**src/rtl/stopwatch_pkg.sv**
```systemverilog
// Shared stopwatch definitions: key-event FSM state codes and default hold durations.
// Durations are counted in 1 kHz clock cycles, so 1 cycle = 1 ms.
package stopwatch_pkg;

  localparam logic [1:0] ST_ARM     = 2'd0;
  localparam logic [1:0] ST_IDLE    = 2'd1;
  localparam logic [1:0] ST_PRESSED = 2'd2;
  localparam logic [1:0] ST_LONG    = 2'd3;

  localparam int LONG_MS_DEF   = 1000;
  localparam int REPEAT_MS_DEF = 200;

endpackage

```
**src/rtl/key_event.sv**
```systemverilog
// Turns a debounced key level into single-cycle press/click/long/repeat/release pulses plus a held level.
// All outputs are registered, 1 cycle after the sampling edge; no backpressure, pulses are fire-and-forget.
module key_event
  import stopwatch_pkg::*;
#(
  parameter int LONG_MS   = LONG_MS_DEF,
  parameter int REPEAT_MS = REPEAT_MS_DEF,
  parameter int CNT_W     = 11
) (
  input  logic clk_1khz,
  input  logic rst_n,
  input  logic key_in,
  input  logic repeat_en,
  output logic press_pulse,
  output logic click_pulse,
  output logic long_pulse,
  output logic repeat_pulse,
  output logic release_pulse,
  output logic held
);

  localparam logic [CNT_W-1:0] LONG_TH   = CNT_W'(LONG_MS - 1);
  localparam logic [CNT_W-1:0] REPEAT_TH = CNT_W'(REPEAT_MS - 1);

  logic [1:0]       state, state_nxt;
  logic [CNT_W-1:0] cnt, cnt_nxt;
  logic             press_nxt, click_nxt, long_nxt, repeat_nxt, release_nxt, held_nxt;

  // Release is tested before any threshold so a coincident release suppresses long/repeat.
  always_comb begin
    state_nxt   = state;
    cnt_nxt     = cnt;
    press_nxt   = 1'b0;
    click_nxt   = 1'b0;
    long_nxt    = 1'b0;
    repeat_nxt  = 1'b0;
    release_nxt = 1'b0;
    case (state)
      ST_ARM: begin
        cnt_nxt = '0;
        if (!key_in) state_nxt = ST_IDLE;
      end
      ST_IDLE: begin
        cnt_nxt = '0;
        if (key_in) begin
          state_nxt = ST_PRESSED;
          press_nxt = 1'b1;
        end
      end
      ST_PRESSED: begin
        if (!key_in) begin
          state_nxt   = ST_IDLE;
          cnt_nxt     = '0;
          release_nxt = 1'b1;
          click_nxt   = 1'b1;
        end else if (cnt == LONG_TH) begin
          state_nxt = ST_LONG;
          cnt_nxt   = '0;
          long_nxt  = 1'b1;
        end else begin
          cnt_nxt = cnt + CNT_W'(1);
        end
      end
      ST_LONG: begin
        if (!key_in) begin
          state_nxt   = ST_IDLE;
          cnt_nxt     = '0;
          release_nxt = 1'b1;
        end else if (!repeat_en) begin
          // Parked at 0 so re-enabling starts a full repeat period.
          cnt_nxt = '0;
        end else if (cnt == REPEAT_TH) begin
          cnt_nxt    = '0;
          repeat_nxt = 1'b1;
        end else begin
          cnt_nxt = cnt + CNT_W'(1);
        end
      end
      default: begin
        state_nxt = ST_ARM;
        cnt_nxt   = '0;
      end
    endcase
    held_nxt = (state_nxt == ST_PRESSED) || (state_nxt == ST_LONG);
  end

  always_ff @(posedge clk_1khz or negedge rst_n) begin
    if (!rst_n) begin
      state         <= ST_ARM;
      cnt           <= '0;
      press_pulse   <= 1'b0;
      click_pulse   <= 1'b0;
      long_pulse    <= 1'b0;
      repeat_pulse  <= 1'b0;
      release_pulse <= 1'b0;
      held          <= 1'b0;
    end else begin
      state         <= state_nxt;
      cnt           <= cnt_nxt;
      press_pulse   <= press_nxt;
      click_pulse   <= click_nxt;
      long_pulse    <= long_nxt;
      repeat_pulse  <= repeat_nxt;
      release_pulse <= release_nxt;
      held          <= held_nxt;
    end
  end

endmodule

```
**config.mk**
```make
export PLATFORM = sky130hd
export DESIGN_NAME = key_event
export DESIGN_NICKNAME = d
export VERILOG_FILES = /design/src/rtl/stopwatch_pkg.sv /design/src/rtl/key_event.sv
export SDC_FILE = /design/constraint.sdc
export NUM_CORES = 1
export LEC_CHECK = 0
export CAP_MARGIN = 20
export CORE_MARGIN = 8
export CORE_UTILIZATION = 64
export CTS_CLUSTER_DIAMETER = 40
export DETAILED_ROUTE_END_ITERATION = 16
export DONT_BUFFER_PORTS = 1
export PLACE_DENSITY = 0.8
export SLEW_MARGIN = 10
export SYNTH_ARGS = -nofsm -noshare
export SYNTH_HDL_FRONTEND = slang
export SYNTH_SLANG_ARGS = --single-unit
```
**constraint.sdc**
```tcl
create_clock -name clk_1khz -period 2.6 [get_ports clk_1khz]
set_clock_uncertainty 0.05 [all_clocks]
set_input_delay 0.52 -clock clk_1khz [delete_from_list [all_inputs] [get_ports clk_1khz]]
set_output_delay 0.52 -clock clk_1khz [all_outputs]
set_load 0.005 [all_outputs]
```
**Word level (Yosys, flattened, before mapping)**

Cells that the tools add are included.

- $add $sub $neg: 1
- Multipliers: 0
- Div/mod/pow operators: 0
- $lt $le $gt $ge: 0
- Equal/unequal tests: 7
- Shifts and indexed selects: 0
- Muxes and demuxes: 23
- Bitwise gates (word level): 0
- Reductions and logical operators: 5

Operator list:

| cell | count |
|---|---|
| $mux W11 | 5 |
| $pmux W11 S3 | 1 |
| $mux W1 | 12 |
| $add A11 B1 Y11 const B | 1 |
| $eq A11 B10 Y1 const B | 1 |
| $eq A11 B8 Y1 const B | 1 |
| $eq A2 B2 Y1 const B | 4 |
| $mux W2 | 4 |
| $pmux W2 S3 | 1 |
| $reduce_or A2 Y1 | 3 |
| $eq A2 B1 Y1 const B | 1 |
| $logic_not A2 Y1 | 1 |
| $logic_or A1 B1 Y1 | 1 |

- Flip-flop bits (word level): 19
- Latch bits: 0
- Memory bits (writable): 0
- Bits in read-only memories: 0
- Input port bits: 4
- Output and inout port bits: 6
- Logic and storage cells: 44
- Memories kept: 0

**Longest topological paths before layout**

- Word-level depth: 6
- Depth in mapped cells: 6
- Depth with buffers taken out: 5

**Least setup slack after synthesis**

OpenSTA, ideal clock, no wires.

- Kind: register to register
- From: reg cnt[0]
- To: reg cnt[6]
- Library setup time: 0.087 ns
- Arrival: 1.424 ns
- Required time: 2.463 ns
- Slack: 1.039 ns
- Cell stages (with the launch flop): 6
- Clock period less this slack: 1.561 ns
- Cells stage by stage: dfrtp_1 ha_1 and4_2 a211o_1 buf_2 a22oi_1

- Word-level cells in the longest chain between the ends: 5
- Elaborated cells on any way between the ends: 9

RTL lines:

| element | line | RTL |
|---|---|---|
| start, declared | key_event.sv:26 | `logic [CNT_W-1:0] cnt, cnt_nxt;` |
| start signal, assigned | key_event.sv:99 | `cnt <= cnt_nxt;` |
| $add A11 B1 Y11 or $eq A11 B8 Y1 (tied branches) | key_event.sv:61, key_event.sv:76, key_event.sv:72 |  |
| $mux W11 | key_event.sv:72 | `end else if (cnt == REPEAT_TH) begin` |
| $mux W11 | key_event.sv:69 | `end else if (!repeat_en) begin` |
| $mux W11 | key_event.sv:65 | `if (!key_in) begin` |
| $pmux W11 S3 * | key_event.sv:38 | `case (state)` |
| via cnt_nxt[6] | key_event.sv:26 |  |

The timed path passes the listed nets; every way through them passes the cells marked *.

**Worst setup path in the final report**

- From: reg cnt[0]
- To: reg cnt[7]

The elaborated chain is that of the path after synthesis.

==> impl_metrics.toml <==
[critical_path]
reg2reg_from = "cnt[0]$_DFF_PN0_"
critPathLaunchType = "register"
ff2ff_path_depth = 4
worstPathMaxFanout = 11
path_class = "reg2reg"
worstPathArrival_ps = 1870
cp-startpoint = "cnt[0]$_DFF_PN0_"
rr_endpoint = "cnt[7]$_DFF_PN0_"
worst-endpoint-required_ps = 2760
cp-end-kind = "register"
rrSetupSlack_ps = 890

[pwr]
power_leakage_nw = 0.432
seqPwrFrac_pct = 53.5
p_per_area_nw_per_um2 = 679
comb_power_share_pct = 25.5
p_sw_mw = 0.224
p_int_mw = 0.463
swShare_pct = 32.6
vdd_drop_max_mv = 0.435
power_frac_clock_pct = 21.0

[routing]
num_vias = 736
vias_per_cell = 6.63
drt_pass1_iterations = 4
routedWlPerCell_um = 16.8
remaining_drc_errors = 0
drtIter0Drc = 19
drt-total-wl_mm = 1.86
ant_nets = 0

[synthesis]
synth-seq-area-share_pct = 49.5
synth_area_leaders = "dfrtp_1, ha_1, a21oi_1"
synth_cells = 92
syn_avg_cell_area_um2 = 10.4
synth_warnings = 0
synth.most_common_cell = "dfrtp_1"
synth.distinct_cells = 34
synth_edf_count = 0
synthArstFlopShare_pct = 100
syn_area_um2 = 960
ys_dominant_reg_cell = "dfrtp_1"
ys_ff_latch = 19
synth_common_cells = "dfrtp_1, a21oi_1, a22oi_1, ha_1, o21ai_0"
synth_top_area_share_pct = 49.5
syn_nets = 101
yosys.area.top_type = "dfrtp_1"

[min_path]
hp-start = "key_in"
hold_path_end = "click_pulse$_DFF_PN0_"
hold_path.class = "in2reg"
hold_path_depth = 1

[global_route]
grt_overflow = 0
antenna_found_initial = 0
grt_max_degree = 20
track_usage_pct = 14.3
first_global_vias = 764
grt_pass1_wl_mm = 3.18

[clock_tree]
htreeDepth = 1
clock_sinks = 19
clk_latency_ps = 290
cts_tree = "built"
clkTransAtPathRegs_ps = 100
cts-root-buf = "clkbuf_4"
ctsResizeCount = 0
cts_buffer_depth = 2
cts_inserted_buffers = 3

[floorplan]
start_util_pct = 66.0
dieArea_um2 = 2990
rows = 14
core_region_area_um2 = 1450
fp.dieW_um = 54.7
die_y_um = 54.7
ioPinCount = 10

[placement]
postPlaceCellArea_um2 = 973
dp_cells = 106
numPortBuffers = 0
detailed_place_hpwl_mm = 1.33
gp_congestion = 0.823

[sta]
period_minus_slack_ps = 1710
post-route-period-util_pct = 65.9
tightest_slew_ps = 780
clock.fmax_ghz = 0.584
finalHoldViolations = 0
setup_viol = 0
tns_ps = 0
maxSlewViolCount = 0
slew_headroom_pct = 47.8
rsz0062_at_grt = "no"

[layout]
multi_input_area_um2 = 455
fin_util_pct = 69.5
area_growth_pct = 5.35
fin_nets = 105
drive_gt1_share_pct = 12.6
instances_no_fill = 111
fillers = 100
regArea_um2 = 475
fin_area_um2 = 1010
diodes = 0

[run]
maxCapViolCount = 0

[run_status]
status = "finished, final reports clean"
[per-stage QoR]
stage / setup slack, ps / hold slack [ps] / total power [mW]
after global placement: 953 / 175 / 0.523
final: 888 / 229 / 0.686
after CTS: 880 / 224 / 0.691
after global routing: 793 / 207 / 0.734
after detailed placement: 903 / 175 / 0.538
after floorplan: 1040 / 174 / 0.497
[worst max-delay path, cell delays in order (launching register included)]
cell	delay (ps)
dfrtp_1	420
ha_1	270
and4_2	230
a211o_1	410
a22oi_1	250
[placed cells by master, fill, tap and decap left out, types with 2 or more instances in the layout]
cell type / n
ha_1: 5
dfrtp_1: 19
a22oi_1: 5
xor2_1: 2
inv_1: 4
o21ai_0: 5
nand2_1: 4
a21oi_1: 8
clkbuf_4: 3
o31ai_1: 2
a31oi_1: 2
and3_1: 2
or3_2: 2
nand3_1: 4
nor2_1: 3
or3_1: 3
nand4_1: 3
[power groups by stage]
stage	clock network, mW	registers, mW	logic, mW
6_report	0.144	0.367	0.175
5_1_grt	0.160	0.372	0.201
4_1_cts	0.149	0.369	0.173
3_5_place_dp	0	0.375	0.162
3_3_place_gp	0	0.371	0.152
2_1_floorplan	0	0.366	0.131
[logic make-up after synthesis]
family,synth area share [%]
AND/OR/NAND/NOR,19.8
XOR/XNOR,2.74
AO/OA/AOI/OAI,18.4
adder cells (fa/ha/maj),6.52
flip-flops,49.5
buffers and inverters,3.00
[worst max path at each step]
stage | slack (ps) | cells past startpoint | endpoint
final | 890 | 4 | cnt[7]$_DFF_PN0_
after global routing | 790 | 4 | cnt[1]$_DFF_PN0_
after CTS | 880 | 4 | cnt[7]$_DFF_PN0_
after detailed placement | 900 | 4 | cnt[7]$_DFF_PN0_
after global placement | 950 | 4 | cnt[6]$_DFF_PN0_
after floorplan | 1040 | 5 | cnt[6]$_DFF_PN0_
[state kept, by name (all words and copies together) (netlist names)]
register and cells:
press_pulse 1, long_pulse 1, release_pulse 1, state 2, held 1, cnt 11, repeat_pulse 1, click_pulse 1
[area by class of cell]
cell class | instances | share of cell area, %
sequential | 19 | 47.0
multi-input combinational | 66 | 45.0
clock buffer | 3 | 2.23
tap | 16 | 1.98
timing repair buffer | 2 | 1.73
inverter | 4 | 1.49
clock inverter | 1 | 0.495
[layer usage]
metal | up-vias | share of wire (%) | global-route usage [%]
met5 | - | 0 | 0
met4 | 0 | 2.0 | 8.61
met3 | 5 | 7.5 | 3.53
met2 | 25 | 47 | 23.6
li1 | 351 | - | -
met1 | 355 | 43 | 16.2
[repair_timing]
action,in CTS,in global routing
hold buffers,1,0
hold endpoints to repair,19,0
buffers inserted,0,0
Note: power is estimated with default switching activity, not from simulation.
